$ cat config.mk
export PLATFORM = sky130hd
export DESIGN_NAME = sap_prom16_8bit
export DESIGN_NICKNAME = d
export VERILOG_FILES = /design/src/rtl/sap_prom16_8bit.sv
export SDC_FILE = /design/constraint.sdc
export NUM_CORES = 1
export LEC_CHECK = 0
export BUFFER_PORTS_ARGS = -buffer_cell sky130_fd_sc_hd__buf_2
export CAP_MARGIN = 10
export CORE_ASPECT_RATIO = 0.5
export CORE_MARGIN = 4
export CORE_UTILIZATION = 61
export DETAILED_ROUTE_END_ITERATION = 8
export GPL_TIMING_DRIVEN = 0
export PLACE_DENSITY = 0.88
export RECOVER_POWER = 50
export SLEW_MARGIN = 20
export SYNTH_ARGS = -nofsm -noshare
export SYNTH_HDL_FRONTEND = slang
export SYNTH_SLANG_ARGS = --single-unit
$ cat constraint.sdc
create_clock -name clk -period 3.3 [get_ports clk]
set_clock_uncertainty 0.05 [all_clocks]
set_input_delay 0.99 -clock clk [delete_from_list [all_inputs] [get_ports clk]]
set_output_delay 0.99 -clock clk [all_outputs]
set_load 0.05 [all_outputs]
$ cat src/rtl/sap_prom16_8bit.sv
// sap_prom16_8bit: 16 x 8 writable program/data memory for a SAP-style CPU.
//
// Storage is a bank of registers. The bank is cleared asynchronously by
// low_clr. A word is written on the rising clk edge while low_load is low,
// and it is read combinationally onto data_out while low_o_en is low.
//
// Bus protocol: this block has no valid/ready handshake. The CPU controller
// owns the timing. A write happens on the first rising edge on which
// low_load=0 and low_clr=1. A read is valid in the same cycle in which
// low_o_en=0 and addr is stable. There is no back-pressure and no latency.
//
// Build option: PROM_TRISTATE_EN.
//   Undefined (default): a disabled output drives 0, for OR-mux bus merging.
//   Defined: a disabled output drives Z, so the block can sit on the W-bus
//   directly.
//   Storage, write timing and read timing are the same in both builds.
module sap_prom16_8bit #(
  parameter int DATA_W = 8,
  parameter int ADDR_W = 4
) (
  input  logic              clk,
  input  logic              low_clr,
  input  logic [DATA_W-1:0] data_in,
  input  logic [ADDR_W-1:0] addr,
  input  logic              low_o_en,
  input  logic              low_load,
  output logic [DATA_W-1:0] data_out
);

  localparam int DEPTH = 2 ** ADDR_W;

  logic [DATA_W-1:0] mem [DEPTH];
  logic [DEPTH-1:0]  word_sel;
  logic [DATA_W-1:0] read_word;

  // One-hot write decode. If addr is unknown in simulation, every select is
  // unknown. The if() below then treats each select as false, so no word is
  // corrupted.
  for (genvar g = 0; g < DEPTH; g++) begin : g_sel
    assign word_sel[g] = (addr == ADDR_W'(g)) & ~low_load;
  end

  // Storage: async clear of every word; otherwise at most one word loads data_in.
  always_ff @(posedge clk or negedge low_clr) begin
    if (!low_clr) begin
      for (int i = 0; i < DEPTH; i++) begin
        mem[i] <= '0;
      end
    end else begin
      for (int i = 0; i < DEPTH; i++) begin
        if (word_sel[i]) begin
          mem[i] <= data_in;
        end
      end
    end
  end

  // Combinational read port. Clear forces the bank to zero, so data_out
  // follows to zero asynchronously while the output is enabled.
  always_comb begin
    read_word = mem[addr];
  end

`ifdef PROM_TRISTATE_EN
  // Output stage: drive the bus when enabled, release it (Z) when disabled.
  assign data_out = low_o_en ? {DATA_W{1'bz}} : read_word;
`else
  // Output stage: drive the bus when enabled, drive zero when disabled.
  assign data_out = low_o_en ? '0 : read_word;
`endif

endmodule

### Yosys cells after proc, flatten, opt, wreduce, memory -nomap -nowiden

Cells that the tools add are included.

* flip-flop bits (word level): 128
* input port bits: 16
* output and inout port bits: 8
* word-level logic and storage cells: 55

* magnitude comparators: 1
* muxes and demuxes: 4
* bitwise logic cells: 18
* reductions and logical operators: 1
* equal/unequal tests: 15

Operators with widths (count)
* binary-select mux 8 bit (select 4 bit): 1
* equality test 4 bit, second input constant: 8
* two-way mux 8 bit: 3
* AND 1 bit: 16
* equality test 4 x 3 -> 1 bit, second input constant: 4
* equality test 4 x 2 -> 1 bit, second input constant: 2
* greater-or-equal comparator 5 bit, second input constant: 1
* inverter 4 -> 5 bit: 1
* equality test 4 x 1 -> 1 bit, second input constant: 1
* zero test 4 bit: 1
* inverter 1 bit: 1

### Longest topological paths before layout

Gate-level depths: netlist (run 1).

* depth in word-level cells: 5
* mapped depth: 6
* depth with buffers taken out: 4

### Least setup slack after synthesis (run 1)

OpenSTA, ideal clock, no wires.

* kind: input to output
* from: in addr[1]
* to: out data_out[6]
* stages: 6
* arrival time: 2729 ps
* data required time: 2260 ps
* setup slack: -469 ps
* path through: buf_4 > buf_4 > mux2i_1 > a21oi_1 > a21oi_1 > o21ai_0

* cells in the longest elaborated chain, start to end: 5

RTL lines
* start: declaration: RTL line 24 `input logic [ADDR_W-1:0] addr,`
* inverter 4 -> 5 bit (implied by the code): RTL line 61 `read_word = mem[addr];`
* binary-select mux 8 bit (select 4 bit): RTL line 61
* two-way mux 8 bit (implied by the code) (2 in series): RTL line 61
* two-way mux 8 bit: RTL line 69 `assign data_out = low_o_en ? '0 : read_word;`
* end: declaration: RTL line 27 `output logic [DATA_W-1:0] data_out`

No other way between the ends. The select of a mux whose other input is x is not followed.

### Final worst setup path (run 1)

* from: in addr[1]
* to: out data_out[0]

Same word-level chain as after synthesis.

==> results_dict.tcl, run 1 <==
set metrics [dict create \
    grt_pass1_wl_um 26500 \
    overflow 0 \
    core_area_um2 9480 \
    synth.distinct_cells 29 \
    crit_path_top_delay_cell "a32oi_1" \
    synth_ff_type "dfrtp_1" \
    layout-drive-gt1-share_pct 58.4 \
    fmax_ghz 0.277 \
    synth_edf_count 0 \
    htree_levels 4 \
    setup_viol 8 \
    start_util_pct 63.0 \
    tightestPinTransition_ns 1.34 \
    relSlewSlack_pct 10.5 \
    largest_register_ffs 128 \
    rsz0062_at_grt "yes" \
    avgSynthCellArea_um2 14.9 \
    diodes 0 \
    grt_pass1_vias 4332 \
    rows 25 \
    required_ns 2.26 \
    synth.area.top_cells "dfrtp_1, mux2_2, mux4_2, mux2i_1, nand2_1" \
    dp_hpwl_um 9360 \
    yosys-top-cells-count "dfrtp_1, mux2_2, nand2_1" \
    min_period_ns 3.61 \
    violations "setup timing" \
    via_per_inst 7.19 \
    hold_viol_final 0 \
    max_cap_violations 0 \
    routed_wl_um 19000 \
    drt_iter0_drc 668 \
    cts.sinks 128 \
    ys_seq_area_share_pct 53.6 \
    dp_slack_ns -0.688 \
    grt_max_degree 75 \
    antenna_found_initial 1 \
    syn_nets 417 \
    synth_top_area_share_pct 53.6 \
    synth_cells 401 \
    grtUsageTotal_pct 32.0 \
    cp_max_fo 8 \
    areaGrowthSynthToFinish_pct 24.8 \
    dieWidth_um 148 \
    cp.arrival_ns 2.57 \
    cts_tree "done" \
    biggestRegsByFlops "mem (128)" \
    setup_slack_ns -0.311 \
    ios 24 \
    finalMaxSlewViolations 0 \
    yosys_warnings 0 \
    cts_hold_buf 0 \
    cp_slowest_stage_delay_ns 0.33 \
    end_kind "primary output" \
    place_congestion 0.850 \
    cts-root-buf "clkbuf_16" \
    post-route-period-util_pct 109 \
    outcome "finished, violations left" \
    ir_worst_vdd_mv 0.551 \
    drtPass1Iterations 6 \
    dieHeight_um 78.0 \
    total_power_uw 5320 \
    wl_per_cell_um 31.0 \
    critical_path_buf_inv_count 5 \
    cts_buffers 17 \
    nNetsFinal 481 \
    antenna_left 0 \
    cp_common_cell "buf_12" \
    async_flop_share_pct 100 \
    synth_seq_cells 128 \
    synth_area_um2 5980 \
    p_per_area_nw_per_um2 714 \
    post-route-util_pct 78.7 \
    min_path_type "register to register" \
    top_register "mem" \
    yosysMostFrequentCell "dfrtp_1" \
    criticalPathCategory "input pin to primary output" \
    clkTransAtPathRegs_ns 0.06 \
    final.setup.tns_ns -1.45 \
    cp_cell_sequence "buf_12, buf_12, buf_12, buf_6, mux2i_1, nand2_1, a32oi_1, o211ai_1, buf_4" \
    p_leak_uw 0.00324 \
    insertion_delay_ns 0.44 \
    dr_total_vias 4408 \
    drc_errors 0 \
    cts.path.max_buffers 2 \
    cp_top_family "buffers and inverters" \
    yosysTopAreaCell "dfrtp_1" \
    startpoint_type "input pin" \
    fill_cells 416 \
    die_area_um2 11500 \
    port_buffers 23 \
]
final cells by class:
type | count | area [um^2] | area share (%)
Buffer | 24 | 241 | 3.24
Clock buffer | 19 | 453 | 6.07
Clock inverter | 13 | 184 | 2.47
Multi-Input combinational cell | 248 | 2840 | 38.0
Sequential cell | 128 | 3200 | 42.9
Tap cell | 135 | 169 | 2.26
Timing Repair Buffer | 46 | 373 | 5.00
routing by layer:
metal  global-route usage, %  part of all wire (%)  vias up
met4                    16.3                   6.7        2
li1                        -                     -     1636
met3                    10.7                    13      145
met5                       0                 0.042        -
met2                    48.3                    44      432
met1                    41.9                    36     2193
final timing paths:
kind                                      startpoint                    to  slack, ns  depth (start not counted)
worst max register to register  mem[118]$_DFFE_PN0P_  mem[118]$_DFFE_PN0P_       2.35                          1
worst min-delay path              mem[3]$_DFFE_PN0P_    mem[3]$_DFFE_PN0P_       0.45                          1
worst min register to register    mem[3]$_DFFE_PN0P_    mem[3]$_DFFE_PN0P_       0.45                          1
max in group asynchronous                    low_clr   mem[30]$_DFFE_PN0P_       0.60                          2
worst max-delay path                         addr[1]           data_out[0]      -0.31                          9
min in group asynchronous                    low_clr  mem[117]$_DFFE_PN0P_       0.80                          1
power breakdown:
group	internal, uW	total [uW]	switching (uW)	leakage [uW]
Combinational	567	1060	490	0.00136
Sequential	1940	2220	279	0.00157
Clock	1300	2050	748	0.000306
Total	3810	5320	1520	0.00324
timing repair:
| item | 4_1_cts | 5_1_grt |
|---|---|---|
| cloned | 1 | 1 |
| endpoints found under the setup margin | 8 | 8 |
| endpoints found under the hold margin | 0 | 0 |
| resized for setup | 53 | 18 |
| pin swaps | 13 | 12 |
| setup buffers | 10 | 11 |
logic make-up (layout without fill, tap and decap cells):
logic type      count (synthesis)  after routing  share of synthesized area, %
flops                         128            128                          53.6
simple gates                   61             61                          5.70
compound gates                 18             18                          2.28
mux                           169            169                          36.3
buf+inv                        25            102                          2.11
layout by cell type, fill, tap and decap left out, types with 8 or more instances in the layout:
master / n
clkbuf_1: 8
mux2_4: 8
buf_4: 28
mux2_2: 119
buf_12: 9
dfrtp_1: 128
clkbuf_16: 18
buf_2: 16
nand2_1: 27
mux4_2: 23
metrics by stage:
step,cells,hold WS [ns],area (um^2)
final,613,0.451,7460
after global placement,559,0.423,6310
after global routing,613,0.472,7460
after detailed placement,560,0.425,6350
after CTS,602,0.443,7320
after floorplan,401,0.403,6030
Note: power is estimated with default switching activity, not from simulation.
==> inputs of run 2 (changes only) <==
Settings changed: CORE_UTILIZATION 61 to 56, PLACE_DENSITY 0.88 to 0.85.
Clock period 3.3 ns to 3.01 ns, I/O delays scaled along.
==> run 2 against run 1 <==
The flow finishes with violations (capacitance limit, slew limit, setup timing). Core utilization decreased by 5.5 points. Power increased by 11%. Final area increased by 1.2%. Global-route usage fell by 4.3 points. Register-to-register slack worse by 0.27 ns. Via count down 5.0%. Sequential cell count is the same. Die area rose by 8.2%. Cell count increased by 1.3%. Setup slack improved by 0.0055 ns. Wire length fell by 4.5%. Combinational power grew 8%. Largest cell class unchanged.
==> results_dict.tcl, run 2 (same netlist as run 1, synthesis figures left out) <==
set metrics [dict create \
    outcome "finished, violations left" \
    violations "capacitance limit, slew limit, setup timing" \
    dr_total_vias 4188 \
    min_path_type "register to register" \
    final_common_cell "dfrtp_1" \
    setup_slack_ns -0.306 \
    required_ns 2.06 \
    cp.arrival_ns 2.36 \
    total_power_uw 5900 \
    grt_pass1_wl_um 25500 \
    layout-drive-gt1-share_pct 59.2 \
    finalMaxSlewViolations 64 \
    cp_slowest_stage_delay_ns 0.37 \
    power_frac_clock_pct 40.1 \
    comb_power_share_pct 19.3 \
    nNetsFinal 483 \
    end_kind "primary output" \
    drc_errors 0 \
    final.setup.tns_ns -1.77 \
    cts.sinks 128 \
    grtUsageTotal_pct 27.7 \
    sequentialPowerShare_pct 40.6 \
    drtPass1Iterations 5 \
    core_area_um2 10300 \
    post-route-period-util_pct 110 \
    wl_per_cell_um 29.2 \
    dieWidth_um 154 \
    cts-root-buf "clkbuf_16" \
    drt_iter0_drc 524 \
    place_congestion 0.877 \
    whs_ns 0.451 \
    max_cap_violations 1 \
    cts_tree "done" \
    p_per_area_nw_per_um2 782 \
    grt_max_degree 67 \
    p_leak_uw 0.00328 \
    htree_levels 4 \
    cts_buffers 17 \
    cts.path.max_buffers 2 \
    die_area_um2 12500 \
    fin_area_um2 7550 \
    fill_cells 532 \
    critical_path_buf_inv_count 4 \
    ir_worst_vdd_mv 0.426 \
    rows 26 \
    cp_max_fo 6 \
    biggestRegsByFlops "mem (128)" \
    cp_cell_sequence "buf_12, buf_12, buf_12, mux2i_4, nand2_2, a32oi_1, o211ai_1, buf_4" \
    rsz0062_at_grt "yes" \
    criticalPathCategory "input pin to primary output" \
    dieHeight_um 81.0 \
    port_buffers 23 \
    power.switching_uw 1610 \
    insertion_delay_ns 0.42 \
    clkTransAtPathRegs_ns 0.06 \
    cp_common_cell "buf_12" \
    start_util_pct 57.9 \
    largest_register_ffs 128 \
    postPlaceCellArea_um2 6350 \
    p_int_uw 4290 \
    areaGrowthSynthToFinish_pct 26.3 \
    antenna_found_initial 1 \
    fmax_ghz 0.302 \
    routed_wl_um 18100 \
    r2r_slack_ns 2.08 \
    switching_share_pct 27.3 \
    cp_top_family "buffers and inverters" \
    top_register "mem" \
    startpoint_type "input pin" \
    setup_viol 8 \
    grt_pass1_vias 4329 \
    antenna_left 0 \
    ios 24 \
    min_period_ns 3.32 \
    via_per_inst 6.74 \
    dp_hpwl_um 8990 \
    layout_common_cells "dfrtp_1, mux2_2, nand2_1, buf_4, mux4_2" \
    relSlewSlack_pct -4.44 \
    tightestPinTransition_ns 1.57 \
    overflow 0 \
    hold_viol_final 0 \
    crit_path_top_delay_cell "o211ai_1" \
]
==> run 2: worst paths after layout <==
path                                     start             endpoint  cells past startpoint
max                                    addr[1]          data_out[3]                      8
min in group asynchronous              low_clr  mem[13]$_DFFE_PN0P_                      1
max in group asynchronous              low_clr  mem[91]$_DFFE_PN0P_                      2
max reg2reg                mem[13]$_DFFE_PN0P_  mem[13]$_DFFE_PN0P_                      1
min                        mem[17]$_DFFE_PN0P_  mem[17]$_DFFE_PN0P_                      1
min reg2reg                mem[17]$_DFFE_PN0P_  mem[17]$_DFFE_PN0P_                      1
==> run 2: area by class of cell <==
cell class	instances	area (um^2)	share of cell area, %
flip-flops and latches	128	3200	42.4
multi-input cells	248	2850	37.7
repair buffers	49	447	5.92
clock buffers	17	425	5.64
clock inverters	15	240	3.18
plain buffers	23	209	2.77
well taps	140	175	2.32
diodes	1	2.50	0.0332
==> run 2: power groups by stage <==
stage	Clock (uW)	Combinational, uW	Sequential, uW
2_1_floorplan	0	724	2270
3_3_place_gp	0	892	2320
3_5_place_dp	0	931	2340
4_1_cts	2340	1010	2330
5_1_grt	2450	1200	2420
6_report	2370	1140	2400
==> run 2: metrics by stage <==
stage | util (%) | std cells | worst slack (ns)
4_1_cts | 71.0 | 610 | -0.201
5_1_grt | 73.2 | 621 | -0.274
2_1_floorplan | - | 401 | -0.218
3_5_place_dp | 61.6 | 565 | -0.762
6_report | 73.2 | 621 | -0.306
3_3_place_gp | 61.3 | 564 | -0.694
==> run 2: repair_timing <==
action / CTS / global route
gates resized for setup: 50 / 29
gates cloned: 1 / 2
hold buffers: 0 / 0
setup endpoints to repair: 8 / 8
pin swaps: 13 / 17
buffers inserted: 13 / 11
==> run 2: per-layer routing <==
layer | global-route usage (%) | wire length [um] | share of wire, %
met1 | 36.3 | 7220 | 40
met2 | 43.2 | 8310 | 46
met5 | 0 | 0 | 0
met3 | 9.42 | 1700 | 9.4
met4 | 11.4 | 918 | 5.1
==> inputs of run 3 (changes only) <==
Settings changed: SKIP_CTS_REPAIR_TIMING set to 1.
==> run 3 against run 2 <==
The run still ends with capacitance limit, slew limit, setup timing left. Setup slack improved by 0.0013 ns. Largest power group unchanged. Highest routed layer unchanged. Sequential cell count did not move. Maximum frequency barely moved. Clock-buffer cell count did not move. Critical path depth fell by 2. Core utilization fell by 0.40 points. Clock power barely moved. Cell count rose by 0.16%. Critical path type unchanged.
==> results_dict.tcl, run 3 (same netlist as run 1, synthesis figures left out) <==
set metrics [dict create \
    outcome "finished, violations left" \
    violations "capacitance limit, slew limit, setup timing" \
    cts_buffers 17 \
    cts.path.max_buffers 2 \
    end_kind "primary output" \
    p_per_area_nw_per_um2 775 \
    insertion_delay_ns 0.42 \
    min_path_type "register to register" \
    critical_path_buf_inv_count 3 \
    cp.arrival_ns 2.36 \
    cp_cell_sequence "buf_12, buf_12, mux4_2, a32oi_2, o211ai_1, buf_4" \
    sequentialPowerShare_pct 40.7 \
    grt_max_degree 67 \
    die_area_um2 12500 \
    top_register "mem" \
    place_congestion 0.877 \
    required_ns 2.06 \
    total_power_uw 5820 \
    cp_common_cell "buf_12" \
    ir_worst_vdd_mv 0.474 \
    routed_wl_um 17000 \
    final_common_cell "dfrtp_1" \
    fin_area_um2 7510 \
    rows 26 \
    cts.sinks 128 \
    grt_pass1_wl_um 23100 \
    port_buffers 23 \
    via_per_inst 6.61 \
    drtPass1Iterations 5 \
    layout-drive-gt1-share_pct 57.5 \
    p_leak_uw 0.00329 \
    max_cap_violations 1 \
    dp_hpwl_um 8990 \
    setup_viol 8 \
    cp_top_family "multiplexers" \
    cts-root-buf "clkbuf_16" \
    ios 24 \
    dr_total_vias 4113 \
    cts_tree "done" \
    switching_share_pct 26.4 \
    setup_slack_ns -0.304 \
    reg2reg_depth 1 \
    layout_common_cells "dfrtp_1, mux2_2, buf_4" \
    finalMaxSlewViolations 64 \
    diodes 0 \
    min_period_ns 3.31 \
    drc_errors 0 \
    drt_iter0_drc 427 \
    areaGrowthSynthToFinish_pct 25.6 \
    antenna_found_initial 0 \
    htree_levels 4 \
    crit_path_top_delay_cell "mux4_2" \
    dieWidth_um 154 \
    antenna_left 0 \
    hold_depth 1 \
    dieHeight_um 81.0 \
    hold_viol_final 0 \
    postPlaceCellArea_um2 6350 \
    p_int_uw 4280 \
    power.switching_uw 1530 \
    power_frac_clock_pct 40.4 \
    largest_register_ffs 128 \
    nNetsFinal 485 \
    wl_per_cell_um 27.3 \
    core_area_um2 10300 \
    post-route-period-util_pct 110 \
    biggestRegsByFlops "mem (128)" \
    overflow 0 \
    comb_power_share_pct 18.9 \
    clkTransAtPathRegs_ns 0.06 \
    cp_slowest_stage_delay_ns 0.58 \
    criticalPathCategory "input pin to primary output" \
    fmax_ghz 0.302 \
    startpoint_type "input pin" \
    tightestPinTransition_ns 1.51 \
    cp.depth 6 \
    grtUsageTotal_pct 25.1 \
    relSlewSlack_pct -0.725 \
    fill_cells 539 \
    cp_max_fo 5 \
    rsz0062_at_grt "yes" \
    grt_pass1_vias 4039 \
    start_util_pct 57.9 \
]
run 3: layer usage:
metal	wire length (um)	vias up	global-route usage [%]	part of all wire [%]
met5	0	-	0	0
met2	7800	222	38.4	46
met3	1430	60	7.50	8.4
li1	-	1639	-	-
met1	7140	2192	34.1	42
met4	583	0	10.1	3.4
run 3: power by group through the flow:
stage / Sequential (uW) / Combinational, uW / Clock, uW
after floorplan: 2270 / 724 / 0
after global placement: 2320 / 892 / 0
after detailed placement: 2340 / 931 / 0
after CTS: 2320 / 947 / 2340
after global routing: 2400 / 1160 / 2440
final: 2370 / 1100 / 2350
run 3: final cells by class:
type                       instances  area [um^2]  share of cell area (%)
sequential                       128         3200                    42.7
timing repair buffer              49          434                    5.78
buffer                            24          229                    3.05
tap                              140          175                    2.33
clock buffer                      17          425                    5.67
clock inverter                    15          240                    3.20
multi-input combinational        249         2800                    37.3
run 3: worst paths after layout:
path | slack [ns] | end | from
worst max-delay path | -0.30 | data_out[2] | addr[1]
worst min-delay path | 0.45 | mem[17]$_DFFE_PN0P_ | mem[17]$_DFFE_PN0P_
worst max register to register | 2.13 | mem[13]$_DFFE_PN0P_ | mem[13]$_DFFE_PN0P_
worst min register to register | 0.45 | mem[17]$_DFFE_PN0P_ | mem[17]$_DFFE_PN0P_
max in group asynchronous | 0.38 | mem[108]$_DFFE_PN0P_ | low_clr
min in group asynchronous | 0.80 | mem[69]$_DFFE_PN0P_ | low_clr
run 3: through the flow:
stage                     hold slack (ns)  std cells  setup WS, ns  TNS (ns)  util [%]
after global routing                0.472        622        -0.296     -6.25      72.8
after global placement              0.420        564        -0.694    -86.28      61.3
after detailed placement            0.424        565        -0.762     -5.28      61.6
after floorplan                     0.403        401        -0.218     -1.63         -
final                               0.451        622        -0.304     -1.75      72.8
after CTS                           0.437        597        -0.780     -5.26      68.1
